`config.mk`:
```
export PLATFORM = sky130hd
export DESIGN_NAME = i2s_capture
export DESIGN_NICKNAME = d
export VERILOG_FILES = /design/src/rtl/audio_pkg.sv /design/src/rtl/i2s_sync_edge.sv /design/src/rtl/i2s_capture.sv
export SDC_FILE = /design/constraint.sdc
export NUM_CORES = 1
export LEC_CHECK = 0
export ABC_AREA = 1
export BUFFER_PORTS_ARGS = -buffer_cell sky130_fd_sc_hd__clkbuf_2
export CAP_MARGIN = 15
export CELL_PAD_IN_SITES_DETAIL_PLACEMENT = 1
export CELL_PAD_IN_SITES_GLOBAL_PLACEMENT = 1
export CORE_MARGIN = 1.5
export CORE_UTILIZATION = 41
export CTS_BUF_LIST = sky130_fd_sc_hd__clkbuf_2
export DETAILED_ROUTE_END_ITERATION = 8
export MAX_ROUTING_LAYER = met4
export PLACE_DENSITY_LB_ADDON = 0.1
export SLEW_MARGIN = 10
export SYNTH_ARGS = -nofsm -noshare
export SYNTH_HDL_FRONTEND = slang
export SYNTH_SLANG_ARGS = --single-unit
```
`constraint.sdc`:
```
create_clock -name clk_i -period 4.3 [get_ports clk_i]
set_input_delay 0.645 -clock clk_i [delete_from_list [all_inputs] [get_ports clk_i]]
set_output_delay 0.645 -clock clk_i [all_outputs]
set_load 0.01 [all_outputs]
```
`src/rtl/audio_pkg.sv`:
```
// Shared audio capture definitions: FSM state encodings, default I2S slot
// width and frame sizing helper.
package audio_pkg;

  localparam int unsigned I2S_SLOT_BITS = 32'd32;

  typedef enum logic [1:0] {
    CAP_SYNC  = 2'd0,
    CAP_LEFT  = 2'd1,
    CAP_RIGHT = 2'd2
  } cap_state_e;

  typedef enum logic {
    EMIT_IDLE = 1'b0,
    EMIT_BUSY = 1'b1
  } emit_state_e;

  function automatic int unsigned BYTES_PER_FRAME(input int unsigned sample_bits);
    return (32'd2 * sample_bits) / 32'd8;
  endfunction

endpackage

```
`src/rtl/i2s_sync_edge.sv`:
```
// Brings bclk/lrck/sdata into the clk_i domain and produces registered bclk
// edge pulses; lrck/sdata outputs are aligned with the pulses.
module i2s_sync_edge (
  input  logic clk_i,
  input  logic reset_i,
  input  logic bclk_i,
  input  logic lrck_i,
  input  logic sdata_i,
  output logic bclk_rise_o,
  output logic bclk_fall_o,
  output logic lrck_o,
  output logic sdata_o
);

  logic [1:0] bclk_sync_q;
  logic [1:0] lrck_sync_q;
  logic [1:0] sdata_sync_q;
  logic       bclk_prev_q;
  logic       rise_q;
  logic       fall_q;
  logic       lrck_q;
  logic       sdata_q;

  // Synchronizer chains, bclk history stage and edge pulse registers.
  always_ff @(posedge clk_i) begin
    if (reset_i) begin
      bclk_sync_q  <= 2'b00;
      lrck_sync_q  <= 2'b00;
      sdata_sync_q <= 2'b00;
      bclk_prev_q  <= 1'b0;
      rise_q       <= 1'b0;
      fall_q       <= 1'b0;
      lrck_q       <= 1'b0;
      sdata_q      <= 1'b0;
    end else begin
      bclk_sync_q  <= {bclk_sync_q[0], bclk_i};
      lrck_sync_q  <= {lrck_sync_q[0], lrck_i};
      sdata_sync_q <= {sdata_sync_q[0], sdata_i};
      bclk_prev_q  <= bclk_sync_q[1];
      rise_q       <= bclk_sync_q[1] & ~bclk_prev_q;
      fall_q       <= ~bclk_sync_q[1] & bclk_prev_q;
      lrck_q       <= lrck_sync_q[1];
      sdata_q      <= sdata_sync_q[1];
    end
  end

  assign bclk_rise_o = rise_q;
  assign bclk_fall_o = fall_q;
  assign lrck_o      = lrck_q;
  assign sdata_o     = sdata_q;

endmodule

```
`src/rtl/i2s_capture.sv`:
```
// Slave-mode I2S receiver: oversamples the serial stream, deserializes L/R
// words and writes each stereo frame as bytes into the output FIFO.
module i2s_capture
  import audio_pkg::*;
#(
  parameter int unsigned SAMPLE_BITS = 32'd24,
  parameter int unsigned SLOT_BITS   = I2S_SLOT_BITS,
  parameter int unsigned DROP_CNT_W  = 32'd16
) (
  input  logic                  clk_i,
  input  logic                  reset_i,
  input  logic                  enable_i,
  input  logic                  i2s_bclk_i,
  input  logic                  i2s_lrck_i,
  input  logic                  i2s_sdata_i,
  output logic                  wr_out_fifo_clk_o,
  output logic                  wr_out_fifo_en_o,
  output logic [7:0]            wr_out_fifo_data_o,
  input  logic                  wr_out_fifo_full_i,
  input  logic                  wr_out_fifo_afull_i,
  output logic                  overflow_o,
  output logic [DROP_CNT_W-1:0] dropped_frames_o,
  output logic                  locked_o
);

  localparam int unsigned NBYTES   = BYTES_PER_FRAME(SAMPLE_BITS);
  localparam int unsigned BUF_W    = 32'd2 * SAMPLE_BITS;
  localparam int unsigned CNT_W    = $clog2(SLOT_BITS + 32'd1);
  localparam int unsigned IDX_W    = $clog2(NBYTES);
  localparam int unsigned SH_IDX_W = $clog2(SAMPLE_BITS);

  logic rise_s;
  logic lrck_s;
  logic sdata_s;
  logic bclk_fall_unused_s;

  cap_state_e               cap_state_q;
  logic [CNT_W-1:0]         bit_cnt_q;
  logic [SAMPLE_BITS-1:0]   shift_q;
  logic [SAMPLE_BITS-1:0]   shift_d;
  logic [SH_IDX_W-1:0]      sh_idx_s;
  logic                     lrck_prev_q;
  logic [SAMPLE_BITS-1:0]   left_q;
  logic [SAMPLE_BITS-1:0]   right_q;
  logic                     frame_done_q;
  logic                     locked_q;

  emit_state_e              emit_state_q;
  logic [BUF_W-1:0]         emit_buf_q;
  logic [IDX_W-1:0]         idx_q;
  logic                     wr_en_q;
  logic [7:0]               wr_data_q;
  logic                     overflow_q;
  logic [DROP_CNT_W-1:0]    drop_cnt_q;

  i2s_sync_edge u_sync (
    .clk_i       (clk_i),
    .reset_i     (reset_i),
    .bclk_i      (i2s_bclk_i),
    .lrck_i      (i2s_lrck_i),
    .sdata_i     (i2s_sdata_i),
    .bclk_rise_o (rise_s),
    .bclk_fall_o (bclk_fall_unused_s),
    .lrck_o      (lrck_s),
    .sdata_o     (sdata_s)
  );

  // Places the current serial bit MSB-first; bits past the sample width are ignored.
  always_comb begin
    shift_d  = shift_q;
    sh_idx_s = SH_IDX_W'(SAMPLE_BITS - 32'd1 - 32'(bit_cnt_q));
    if (bit_cnt_q < CNT_W'(SAMPLE_BITS)) begin
      shift_d[sh_idx_s] = sdata_s;
    end else begin
      shift_d = shift_q;
    end
  end

  // Capture FSM: frame alignment, slot bit counting and word latching.
  // The rise carrying an lrck change still holds the closing slot's last bit.
  always_ff @(posedge clk_i) begin
    if (reset_i) begin
      cap_state_q  <= CAP_SYNC;
      bit_cnt_q    <= '0;
      shift_q      <= '0;
      lrck_prev_q  <= 1'b0;
      left_q       <= '0;
      right_q      <= '0;
      frame_done_q <= 1'b0;
      locked_q     <= 1'b0;
    end else begin
      frame_done_q <= 1'b0;
      if (rise_s) begin
        lrck_prev_q <= lrck_s;
      end
      if (!enable_i) begin
        cap_state_q <= CAP_SYNC;
        locked_q    <= 1'b0;
      end else if (rise_s) begin
        case (cap_state_q)
          CAP_SYNC: begin
            if (lrck_prev_q && !lrck_s) begin
              cap_state_q <= CAP_LEFT;
              bit_cnt_q   <= '0;
              shift_q     <= '0;
              locked_q    <= 1'b1;
            end
          end
          CAP_LEFT, CAP_RIGHT: begin
            if (lrck_s != lrck_prev_q) begin
              bit_cnt_q <= '0;
              shift_q   <= '0;
              if (cap_state_q == CAP_LEFT) begin
                left_q      <= shift_d;
                cap_state_q <= CAP_RIGHT;
              end else begin
                right_q      <= shift_d;
                frame_done_q <= 1'b1;
                cap_state_q  <= CAP_LEFT;
              end
            end else if (bit_cnt_q == CNT_W'(SLOT_BITS)) begin
              cap_state_q <= CAP_SYNC;
              locked_q    <= 1'b0;
            end else begin
              bit_cnt_q <= bit_cnt_q + CNT_W'(1);
              shift_q   <= shift_d;
            end
          end
          default: begin
            cap_state_q <= CAP_SYNC;
            locked_q    <= 1'b0;
          end
        endcase
      end
    end
  end

  // Emit FSM: accepts or drops whole frames and streams accepted bytes to the FIFO.
  always_ff @(posedge clk_i) begin
    if (reset_i) begin
      emit_state_q <= EMIT_IDLE;
      emit_buf_q   <= '0;
      idx_q        <= '0;
      wr_en_q      <= 1'b0;
      wr_data_q    <= 8'h00;
      overflow_q   <= 1'b0;
      drop_cnt_q   <= '0;
    end else begin
      wr_en_q <= 1'b0;
      case (emit_state_q)
        EMIT_IDLE: begin
          if (frame_done_q && !wr_out_fifo_afull_i) begin
            emit_buf_q   <= {left_q, right_q};
            idx_q        <= '0;
            emit_state_q <= EMIT_BUSY;
          end
        end
        EMIT_BUSY: begin
          if (!wr_out_fifo_full_i) begin
            wr_en_q    <= 1'b1;
            wr_data_q  <= emit_buf_q[BUF_W-1 -: 8];
            emit_buf_q <= {emit_buf_q[BUF_W-9:0], 8'h00};
            idx_q      <= idx_q + IDX_W'(1);
            if (idx_q == IDX_W'(NBYTES - 32'd1)) begin
              emit_state_q <= EMIT_IDLE;
            end
          end
        end
        default: emit_state_q <= EMIT_IDLE;
      endcase
      // A frame finishing while busy (including on the last byte) or while afull is lost whole.
      if (frame_done_q && ((emit_state_q != EMIT_IDLE) || wr_out_fifo_afull_i)) begin
        overflow_q <= 1'b1;
        if (drop_cnt_q != {DROP_CNT_W{1'b1}}) begin
          drop_cnt_q <= drop_cnt_q + DROP_CNT_W'(1);
        end
      end
    end
  end

  assign wr_out_fifo_clk_o  = clk_i;
  assign wr_out_fifo_en_o   = wr_en_q;
  assign wr_out_fifo_data_o = wr_data_q;
  assign overflow_o         = overflow_q;
  assign dropped_frames_o   = drop_cnt_q;
  assign locked_o           = locked_q;

endmodule

```
# --- After elaboration in Yosys (flattened, before gate mapping) ---
# Cells that the tools add are included.
classes:
  n_addsub: 4
  magnitude_cmp: 3
  n_eq_ne: 13
  muxes: 33
  n_bitwise: 9
  reduce_logical: 21
ops:
  columns: ["cell", "count"]
  rows:
  - ["24-bit 2-to-1 mux", 4]
  - ["48-bit 2-to-1 mux", 2]
  - ["48-bit one-hot mux with 2 select lines", 1]
  - ["24-bit one-hot mux with 2 select lines", 1]
  - ["24-bit bitwise mux", 1]
  - ["6-bit 2-to-1 mux", 3]
  - ["16-bit by 1-bit adder with 16-bit output, second input constant", 1]
  - ["16-bit != test, second input constant", 1]
  - ["5-bit AND reduction", 3]
  - ["6-bit one-hot mux with 2 select lines", 1]
  - ["2-bit != test, second input constant", 5]
  - ["1-bit 2-to-1 mux", 9]
  - ["2-bit 2-to-1 mux", 4]
  - ["1-bit NOT", 8]
  - ["6-bit by 1-bit adder with 6-bit output, second input constant", 1]
  - ["6-bit equality test, second input constant", 1]
  - ["5-bit by 6-bit less-than comparator with 1-bit output, second input constant", 1]
  - ["6-bit by 5-bit less-than comparator with 1-bit output, second input constant", 1]
  - ["3-bit 2-to-1 mux", 2]
  - ["3-bit != test, second input constant", 2]
  - ["3-bit one-hot mux with 2 select lines", 1]
  - ["2-bit AND reduction", 3]
  - ["2-bit OR reduction", 3]
  - ["1-bit demux with 5-bit select", 1]
  - ["other kinds (18)", 23]
word_totals:
  register_bits: 171
  input_bits: 8
  output_inout_bits: 28
  word_cells: 105

# --- Longest topological paths before layout ---
# Gate-level depths: netlist of run 1.
logic_depth:
  ltp_word: 10
  mapped_depth: 12
  mapped_depth_nobuf: 11

# --- Cells and area by module ---
# Synthesis of run 1 repeated with hierarchy kept, for this count alone.
unflattened:
  hier_cells: 1025
  area_unflattened_um2: 7432.1
by_module_without_submodules:
  columns: ["module", "n_inst", "cells_each", "area_per_inst_um2", "seq_area_each_um2"]
  rows:
  - ["i2s_capture", 1, 991, 7114.3, 3223.1]
  - ["i2s_sync_edge", 1, 34, 317.8, 220.2]

==> results.yml, run 1 <==
power:
  vdd_drop_max_mv: 0.156
  power-per-cell-area_nw_per_um2: 320
  clkPwrFrac_pct: 35.9
  p_sw_uw: 744
  combPwrFrac_pct: 1.9
  p_int_uw: 1830
  switching_share_pct: 28.9
  pwr-share-seq_pct: 62.1
  leakagePower_uw: 0.00299
  total_power_uw: 2570
drt:
  post_drt_via_cell_ratio: 5.12
  dr.pass1.iters: 4
  wl_um: 19000
  drc: 0
  wl_per_cell_um: 14.6
  ant_nets: 0
  vias: 6680
  drt_iter0_markers: 343
worst_setup_path:
  startpoint_type: "clock port"
  timing.critical_path.fanout_max: 16
  startpoint: "clk_i"
  worstSetupPathType: "clk -> out"
  worstPathCellList: "clkbuf_2, clkbuf_2, clkbuf_2"
  cp_data_required_time_ns: 3.65
  cp-end-kind: "primary output"
  cpMostUsedCell: "clkbuf_2"
  r2r-start: "cap_state_q[0]$_SDFFE_PP0P_"
  cp_slowest_cell: "clkbuf_2"
  cp.arrival_ns: 2.97
  worst_path_largest_cell_delay_ns: 0.34
clocking:
  numCtsBuffers: 17
  htree_levels: 4
  cts_tree: "done"
  cts.repair.resized: 0
  clk_latency_ns: 0.77
  clk_pin_slew_ns: 0.29
  max-clock-path-buffers: 2
  root_buffer: "clkbuf_2"
grt:
  grt_max_degree: 77
  antenna_found_initial: 1
  grt_usage_pct: 21.3
  grt_pass1_wl_um: 32800
  gr-total-overflow: 0
  grt_pass1_vias: 6446
place:
  dpl.hpwl_um: 12300
  io_buffers: 35
  routabilityCongestion: 0.780
  dpl_cell_area_um2: 7720
run_status:
  run_status: "finished clean"
logic_synthesis:
  synth_seq_area_share_pct: 45.4
  yosys_most_used_dff: "dfxtp_1"
  synth-seq-cells: 171
  synthCells: 1062
  syn-num-nets: 1082
  synth_edf_count: 0
  synth.most_common_cell: "nand2_1"
  synth_cell_type_count: 33
  synth_common_cells: "nand2_1, dfxtp_1, o21ai_0"
  synth_top_area_cell: "dfxtp_1"
  synthArstFlopShare_pct: 0
  yosys_warnings: 0
  synth_top_cells_by_area: "dfxtp_1, nand2_1, o21ai_0"
  synth_top_area_share_pct: 45.4
  netlist_area_um2: 7540
  avgSynthCellArea_um2: 7.10
timing:
  worst_pin_slew_ns: 0.866
  fin_tns_setup_ns: 0
  setup_viol: 0
  rsz0062_at_grt: "false"
  hold_viol: 0
  drv_slew: 0
  slew_headroom_pct: 42.2
  finClkSkew_ns: 0.0457
floorplan:
  core-area_um2: 18000
  start_util_pct: 41.8
  rows: 49
  fp.dieH_um: 139
  pin_count: 36
  fp.dieW_um: 139
  fp.dieArea_um2: 19200
finish:
  fillCellCount: 2327
  syn_to_final_growth_pct: 6.59
  drive_above_1_share_pct: 8.65
  finish.utilization_pct: 44.6
  regArea_um2: 3420
  fin_area_um2: 8030
  fin_nets: 1082
  multiInputGateArea_um2: 3500
worst_hold_path:
  min_path_type: "in -> reg"
  min-delay-start: "enable_i"
run:
  cap_violations: 0
-- critical path: cells and delay by family --
family                 cells  cell delay (ns)
buffers and inverters      3             0.82
-- flip-flops by register name, summed over array words and instances, names as in the netlist, 2 cells and up --
name,count
shift_q,24
left_q,24
u_sync.lrck_sync_q,2
emit_buf_q,48
idx_q,3
bit_cnt_q,6
right_q,24
u_sync.bclk_sync_q,2
wr_out_fifo_data_o,8
u_sync.sdata_sync_q,2
dropped_frames_o,16
cap_state_q,2
-- metal layers --
metal  wire length, um  global-route usage, %  part of all wire (%)  vias up
met5                 0                      -                     0        -
met4               240                   6.09                   1.3        0
met3               409                   2.97                   2.1       17
met2              8410                   32.5                    44       66
met1              9970                   29.6                    52     3126
li1                  -                      -                     -     3471
-- through the flow --
step	std cells	setup slack [ns]	hold WS (ns)
after CTS	1304	0.600	0.110
after global routing	1305	0.586	0.111
final	1305	0.680	0.186
after detailed placement	1269	1.40	0.384
after floorplan	1062	1.39	0.373
after global placement	1269	1.40	0.382
-- cells in the final DEF, fill, tap and decap left out, types with 3 or more instances in the layout --
master,Yosys,final
a21oi_1,78,78
a31oi_1,40,40
buf_4,8,8
clkbuf_2,0,52
clkinv_8,0,6
dfxtp_1,171,171
dlygate4sd3_1,0,3
ha_1,12,12
inv_1,70,69
inv_2,2,3
inv_6,0,4
inv_8,0,3
nand2_1,269,269
nand2_2,4,4
nand3_1,67,67
nand4_1,3,3
nor2_1,119,117
nor2_2,2,4
nor3_1,3,3
o21ai_0,131,131
o21ai_1,6,6
xnor2_1,5,5
-- cell type report --
| class | instances | area share, % |
|---|---|---|
| Timing Repair Buffer | 45 | 3.24 |
| Sequential cell | 171 | 42.6 |
| Clock buffer | 18 | 1.12 |
| Antenna cell | 1 | 0.0311 |
| Tap cell | 229 | 3.57 |
| Inverter | 75 | 3.52 |
| Multi-Input combinational cell | 751 | 43.5 |
| Clock inverter | 15 | 2.38 |
-- cell families after synthesis --
group	count (synthesis)	synth area share [%]
AO/OA/AOI/OAI	258	17.9
XOR/XNOR	7	0.813
adder cells (fa/ha/maj)	12	1.99
buffers and inverters	140	8.25
flip-flops	171	45.4
AND/OR/NAND/NOR	474	25.6
-- timing repair --
action,CTS,global route
hold buffers,3,0
setup buffers,0,0
hold endpoints to repair,3,0
-- worst paths after layout --
| check | end | depth (start not counted) | slack [ns] |
|---|---|---|---|
| max reg2reg | bit_cnt_q[0]$_SDFFE_PP0P_ | 9 | 2.04 |
| max | wr_out_fifo_clk_o | 3 | 0.68 |
| min | frame_done_q$_SDFF_PP0_ | 3 | 0.19 |
| min reg2reg | u_sync.bclk_rise_o$_SDFF_PP0_ | 1 | 0.41 |
-- power by group through the flow --
stage	clock network, uW	registers [uW]	logic, uW
after floorplan	19.2	1620	33.6
after detailed placement	14.0	1630	48.4
final	925	1600	49.4
after CTS	964	1600	50.9
after global placement	14.0	1630	48.1
after global routing	1020	1600	57.4
Note: power is estimated with default switching activity, not from simulation.
==> run 2, diff against run 1 <==
--- a/config.mk
+++ b/config.mk
@@ -5,7 +5,7 @@
 export SDC_FILE = /design/constraint.sdc
 export NUM_CORES = 1
 export LEC_CHECK = 0
-export ABC_AREA = 1
+export ABC_AREA = 0
 export BUFFER_PORTS_ARGS = -buffer_cell sky130_fd_sc_hd__clkbuf_2
 export CAP_MARGIN = 15
 export CELL_PAD_IN_SITES_DETAIL_PLACEMENT = 1
==> constraint.sdc (replaced) <==
create_clock -name clk_i -period 3.59 [get_ports clk_i]
set_input_delay 0.5385 -clock clk_i [delete_from_list [all_inputs] [get_ports clk_i]]
set_output_delay 0.5385 -clock clk_i [all_outputs]
set_load 0.01 [all_outputs]
==> run 2 against run 1 <==
Against the previous run:
- flip-flop and latch count unchanged
- final area decreased by 4.3%
- hold slack got worse by 0.12 ns
- combinational power is 5.3% higher
- synthesized cell count is 29% lower
- cell count fell by 23%
- wire length shrank 9.3%
- count of clock-buffer cells in the layout stayed put
- global-route usage fell by 0.65 points
- first-iteration DRC count is 28% lower
- largest power group unchanged
- highest routed layer unchanged
==> results.yml, run 2 <==
logic_synthesis:
  synth_top_cells_by_area: "dfxtp_1, mux2i_1, a211oi_1"
  yosys_most_used_dff: "dfxtp_1"
  synth_common_cells: "dfxtp_1, nor2_1, a211oi_1"
  synthAdderAreaFrac_pct: 2.13
  synth_top_family_by_area: "compound AO/OA/AOI/OAI gates"
  yosys_warnings: 0
  synth-xor-area-share_pct: 0.124
  syn-num-nets: 779
  netlist_area_um2: 7060
  synth_top_area_share_pct: 48.5
  synthSimpleGateAreaFrac_pct: 16.7
  synthArstFlopShare_pct: 0
  synthCells: 759
  synth_seq_area_share_pct: 48.5
  synth_edf_count: 0
  synth_compound_gate_area_share_pct: 18.2
  synth_top_area_cell: "dfxtp_1"
  synth.most_common_cell: "dfxtp_1"
  avgSynthCellArea_um2: 9.31
  synth_cell_type_count: 47
  synthMuxAreaShare_pct: 10.4
  synth-seq-cells: 171
clocking:
  cts.hold.buffers_added: 3
  cts_setup_buffers: 0
  max-clock-path-buffers: 2
  clk_pin_slew_ns: 0.24
  cts.repair.resized: 0
  clk_latency_ns: 0.75
  root_buffer: "clkbuf_2"
  cts_tree: "done"
  htree_levels: 4
  numCtsBuffers: 17
floorplan:
  fp.dieH_um: 134
  fp.dieArea_um2: 18000
  pin_count: 36
  rows: 47
  core-area_um2: 16700
  start_util_pct: 42.3
  fp.dieW_um: 134
worst_setup_path:
  timing.critical_path.fanout_max: 16
  worstSetupPathType: "clk -> out"
  reg2reg_setup_slack_ns: 1.10
  critPathBufInv: 3
  cpLargestDelayFamily: "buffers and inverters"
  startpoint_type: "clock port"
  startpoint: "clk_i"
  worstPathCellList: "clkbuf_2, clkbuf_2, clkbuf_2"
  worst_path_largest_cell_delay_ns: 0.32
  cpMostUsedCell: "clkbuf_2"
  cp_data_required_time_ns: 3.05
  cp.arrival_ns: 2.61
  cp-end-kind: "primary output"
  cp_slowest_cell: "clkbuf_2"
  r2r-start: "u_sync.lrck_o$_SDFF_PP0_"
timing:
  slew_headroom_pct: 31.0
  rsz0062_at_grt: "false"
  fin_tns_setup_ns: 0
  worst_pin_slew_ns: 1.03
  setup_viol: 0
  drv_slew: 0
  hold_viol: 0
  finClkSkew_ns: 0.0308
drt:
  ant_nets: 0
  wl_per_cell_um: 17.3
  vias: 5540
  drt_iter0_markers: 248
  dr.pass1.iters: 5
  wl_um: 17300
  drc: 0
  post_drt_via_cell_ratio: 5.54
run_status:
  run_status: "finished clean"
place:
  dp.cells: 964
  dpl_cell_area_um2: 7380
  io_buffers: 35
  routabilityCongestion: 0.798
  dpl.hpwl_um: 11200
finish:
  final_common_cell: "dfxtp_1"
  syn_to_final_growth_pct: 8.87
  fin_area_um2: 7690
  stdcell_count: 1000
  finish.utilization_pct: 46.1
  final_cell_mix: "dfxtp_1, nor2_1, a211oi_1, mux2i_1, clkbuf_2"
  largest_reg_flops: 48
  fin_nets: 786
  regMostFlops: "emit_buf_q"
  drive_above_1_share_pct: 12.1
worst_hold_path:
  min-delay-start: "reset_i"
  min_path_type: "in -> reg"
grt:
  grt_pass1_wl_um: 28900
  antenna_found_initial: 1
  gr-total-overflow: 0
  grt_usage_pct: 20.7
  grt_max_degree: 89
  grt_pass1_vias: 5648
power:
  power-per-cell-area_nw_per_um2: 406
  leakagePower_uw: 0.00257
  total_power_uw: 3130
  vdd_drop_max_mv: 0.233
run:
  cap_violations: 0
run 2: cell families (layout without fill, tap and decap cells):
| family | Yosys count | after routing |
|---|---|---|
| adders and majority gates | 12 | 12 |
| DFF | 171 | 171 |
| other | 0 | 1 |
| buffers and inverters | 72 | 92 |
| muxes | 73 | 73 |
| AOI/OAI and AO/OA | 182 | 182 |
| xor gates and xnor gates | 1 | 1 |
| and+or+nand+nor | 248 | 248 |
run 2: metrics by stage:
| step | setup WS [ns] | hold WS [ns] |
|---|---|---|
| 3_5_place_dp | 1.15 | 0.381 |
| 5_1_grt | 0.362 | 0.00192 |
| 2_1_floorplan | 1.14 | 0.367 |
| 6_report | 0.443 | 0.0696 |
| 4_1_cts | 0.380 | 0.00393 |
| 3_3_place_gp | 1.15 | 0.378 |
run 2: worst paths after layout:
check	end	depth (start not counted)
hold / removal	dropped_frames_o[4]$_SDFFE_PP0P_	2
setup / recovery	wr_out_fifo_clk_o	3
hold reg to reg	u_sync.bclk_rise_o$_SDFF_PP0_	1
setup reg to reg	shift_q[22]$_SDFFE_PP0P_	6
run 2: routing by layer:
metal	GRT usage [%]	share of wire, %	up-vias
li1	-	-	2774
met5	-	0	-
met2	32.2	47	70
met3	3.63	3.6	12
met4	6.51	0.89	0
met1	27.4	49	2684
run 2: area by class of cell:
cell class / instances / area (um2)
diodes: 1 / 2.50
well taps: 220 / 275
fillers: 1917 / 9010
inverters: 12 / 45.0
clock buffers: 18 / 90.1
repair buffers: 47 / 278
flip-flops and latches: 171 / 3420
multi-input cells: 516 / 3380
clock inverters: 15 / 195
run 2: power breakdown:
| group | total [uW] | leakage [uW] | internal (uW) | switching (uW) |
|---|---|---|---|---|
| logic | 52.0 | 0.00101 | 12.6 | 39.4 |
| registers | 1910 | 0.00138 | 1910 | 3.18 |
| clock network | 1160 | 0.000176 | 467 | 696 |
| total | 3130 | 0.00257 | 2390 | 739 |
==> run 3, diff against run 2 <==
--- a/config.mk
+++ b/config.mk
@@ -15,7 +15,7 @@
 export CTS_BUF_LIST = sky130_fd_sc_hd__clkbuf_2
 export DETAILED_ROUTE_END_ITERATION = 8
 export MAX_ROUTING_LAYER = met4
-export PLACE_DENSITY_LB_ADDON = 0.1
+export PLACE_DENSITY = 0.7
 export SLEW_MARGIN = 10
 export SYNTH_ARGS = -nofsm -noshare
 export SYNTH_HDL_FRONTEND = slang
==> run 3 against run 2 <==
Against the previous run:
- final area shrank 0.33%
- global-route usage decreased by 0.26 points
- via count decreased by 0.51%
- die area is the same
- flip-flop and latch count did not move
- first-iteration DRC count grew 20%
- worst setup slack improved by 0.032 ns
- cell count shrank 0.10%
- clock power fell by 9%
- core utilization fell by 0.15 points
- count of clock-buffer cells in the layout grew 1
- largest cell class unchanged
==> results.yml, run 3 (same netlist as run 2, synthesis figures left out) <==
place:
  dpl_cell_area_um2: 7380
  io_buffers: 35
  post-place-ws_ns: 1.03
  routabilityCongestion: 0.833
  dpl.hpwl_um: 11200
worst_hold_path:
  min-delay-start: "wr_out_fifo_full_i"
  min_path_type: "in -> reg"
worst_setup_path:
  cp.arrival_ns: 2.58
  startpoint: "clk_i"
  cp_data_required_time_ns: 3.05
  worstSetupPathType: "clk -> out"
  worstPathCellList: "clkbuf_2, clkbuf_2, clkbuf_2"
  r2r-start: "cap_state_q[0]$_SDFFE_PP0P_"
  startpoint_type: "clock port"
  cp-end-kind: "primary output"
  crit_path_end: "wr_out_fifo_clk_o"
  r2r_cells: 6
  worst_path_largest_cell_delay_ns: 0.31
  r2r-end: "shift_q[0]$_SDFFE_PP0P_"
  cpMostUsedCell: "clkbuf_2"
  cp_slowest_cell: "clkbuf_2"
  timing.critical_path.fanout_max: 16
  reg2reg_setup_slack_ns: 1.08
finish:
  finish.utilization_pct: 45.9
  regMostFlops: "emit_buf_q"
  final_cell_mix: "dfxtp_1, nor2_1, a211oi_1, mux2i_1, clkbuf_2"
  syn_to_final_growth_pct: 8.52
  largest_reg_flops: 48
  fin_nets: 786
  final_common_cell: "dfxtp_1"
  drive_above_1_share_pct: 11.6
  fin_area_um2: 7670
clocking:
  root_buffer: "clkbuf_2"
  max-clock-path-buffers: 2
  numCtsBuffers: 17
  cts.repair.resized: 0
  clk_pin_slew_ns: 0.21
  clk_latency_ns: 0.72
  cts_tree: "done"
  htree_levels: 4
grt:
  met1_usage_pct: 26.6
  gr-total-overflow: 0
  grt_pass1_vias: 5691
  top_usage_layer: "met2"
  grt_max_degree: 86
  grt_usage_pct: 20.4
  grt.met3_usage_pct: 3.89
  grt_pass1_wl_um: 28700
  antenna_found_initial: 1
  grt_use_met2_pct: 32.1
drt:
  wl_um: 16600
  ant_nets: 0
  vias: 5512
  dr.pass1.iters: 4
  drc: 0
  wl_per_cell_um: 16.6
  drt_iter0_markers: 297
  post_drt_via_cell_ratio: 5.52
power:
  power-per-cell-area_nw_per_um2: 393
  leakagePower_uw: 0.00254
  vdd_drop_max_mv: 0.159
run_status:
  run_status: "finished clean"
timing:
  slew_headroom_pct: 35.4
  rsz0062_at_grt: "false"
  fin_tns_setup_ns: 0
  drv_slew: 0
  finClkSkew_ns: 0.0207
  setup_slack_ns: 0.475
  hold_viol: 0
  worst_pin_slew_ns: 0.965
  setup_viol: 0
run:
  cap_violations: 0
floorplan:
  pin_count: 36
  fp.dieArea_um2: 18000
  fp.dieH_um: 134
  start_util_pct: 42.3
  fp.dieW_um: 134
  core-area_um2: 16700
  rows: 47
-- run 3: changes by cell type in the layout (fill, tap and decap cells not counted), sizes merged --
cell         before  now
inv              14   13
clkinv            9    7
clkinvlp          0    2
clkbuf           51   52
bufinv            4    3
dlygate4sd3       3    4
buf              11   10
-- run 3: cell type report --
class / count / area, um2
diodes: 1 / 2.50
clock inverters: 13 / 150
inverters: 12 / 45.0
fillers: 1965 / 9030
well taps: 220 / 275
multi-input cells: 516 / 3380
clock buffers: 19 / 95.1
repair buffers: 47 / 293
flip-flops and latches: 171 / 3420
-- run 3: timing repair --
action | 4_1_cts | 5_1_grt
hold buffers | 3 | 1
setup buffers | 0 | 0
endpoints found under the hold margin | 3 | 1
-- run 3: worst min path at each step --
stage                                          endpoint  slack (ns)  depth (start not counted)
after floorplan           u_sync.bclk_rise_o$_SDFF_PP0_        0.37                          1
after global placement    u_sync.bclk_rise_o$_SDFF_PP0_        0.38                          1
after detailed placement  u_sync.bclk_rise_o$_SDFF_PP0_        0.39                          1
after CTS                         locked_o$_SDFFE_PP0P_       0.007                          3
after global routing            emit_state_q$_SDFF_PP0_        0.13                          3
final                           emit_state_q$_SDFF_PP0_        0.19                          3
-- run 3: layer usage --
layer / vias to the layer above / part of all wire (%)
met5: - / 0
met4: 0 / 1.3
met3: 18 / 2.1
met2: 53 / 47
met1: 2670 / 49
li1: 2771 / -
-- run 3: worst max-delay path, delay by kind of cell --
kind / cells / cell delay [ns]
buf+inv: 3 / 0.78
-- run 3: power by group --
part           total (uW)  leakage, uW  internal [uW]  switching, uW
logic                51.2      0.00101           12.6           38.6
registers            1910      0.00138           1910           3.32
clock network        1050     0.000149            388            660
-- run 3: metrics by stage --
stage                     instances  hold WS (ns)  power (uW)
final                           999         0.193        3010
after CTS                       997       0.00689        3070
after global placement          963         0.379        2010
after detailed placement        963         0.394        2010
after floorplan                 759         0.367        2000
after global routing            999         0.129        3160
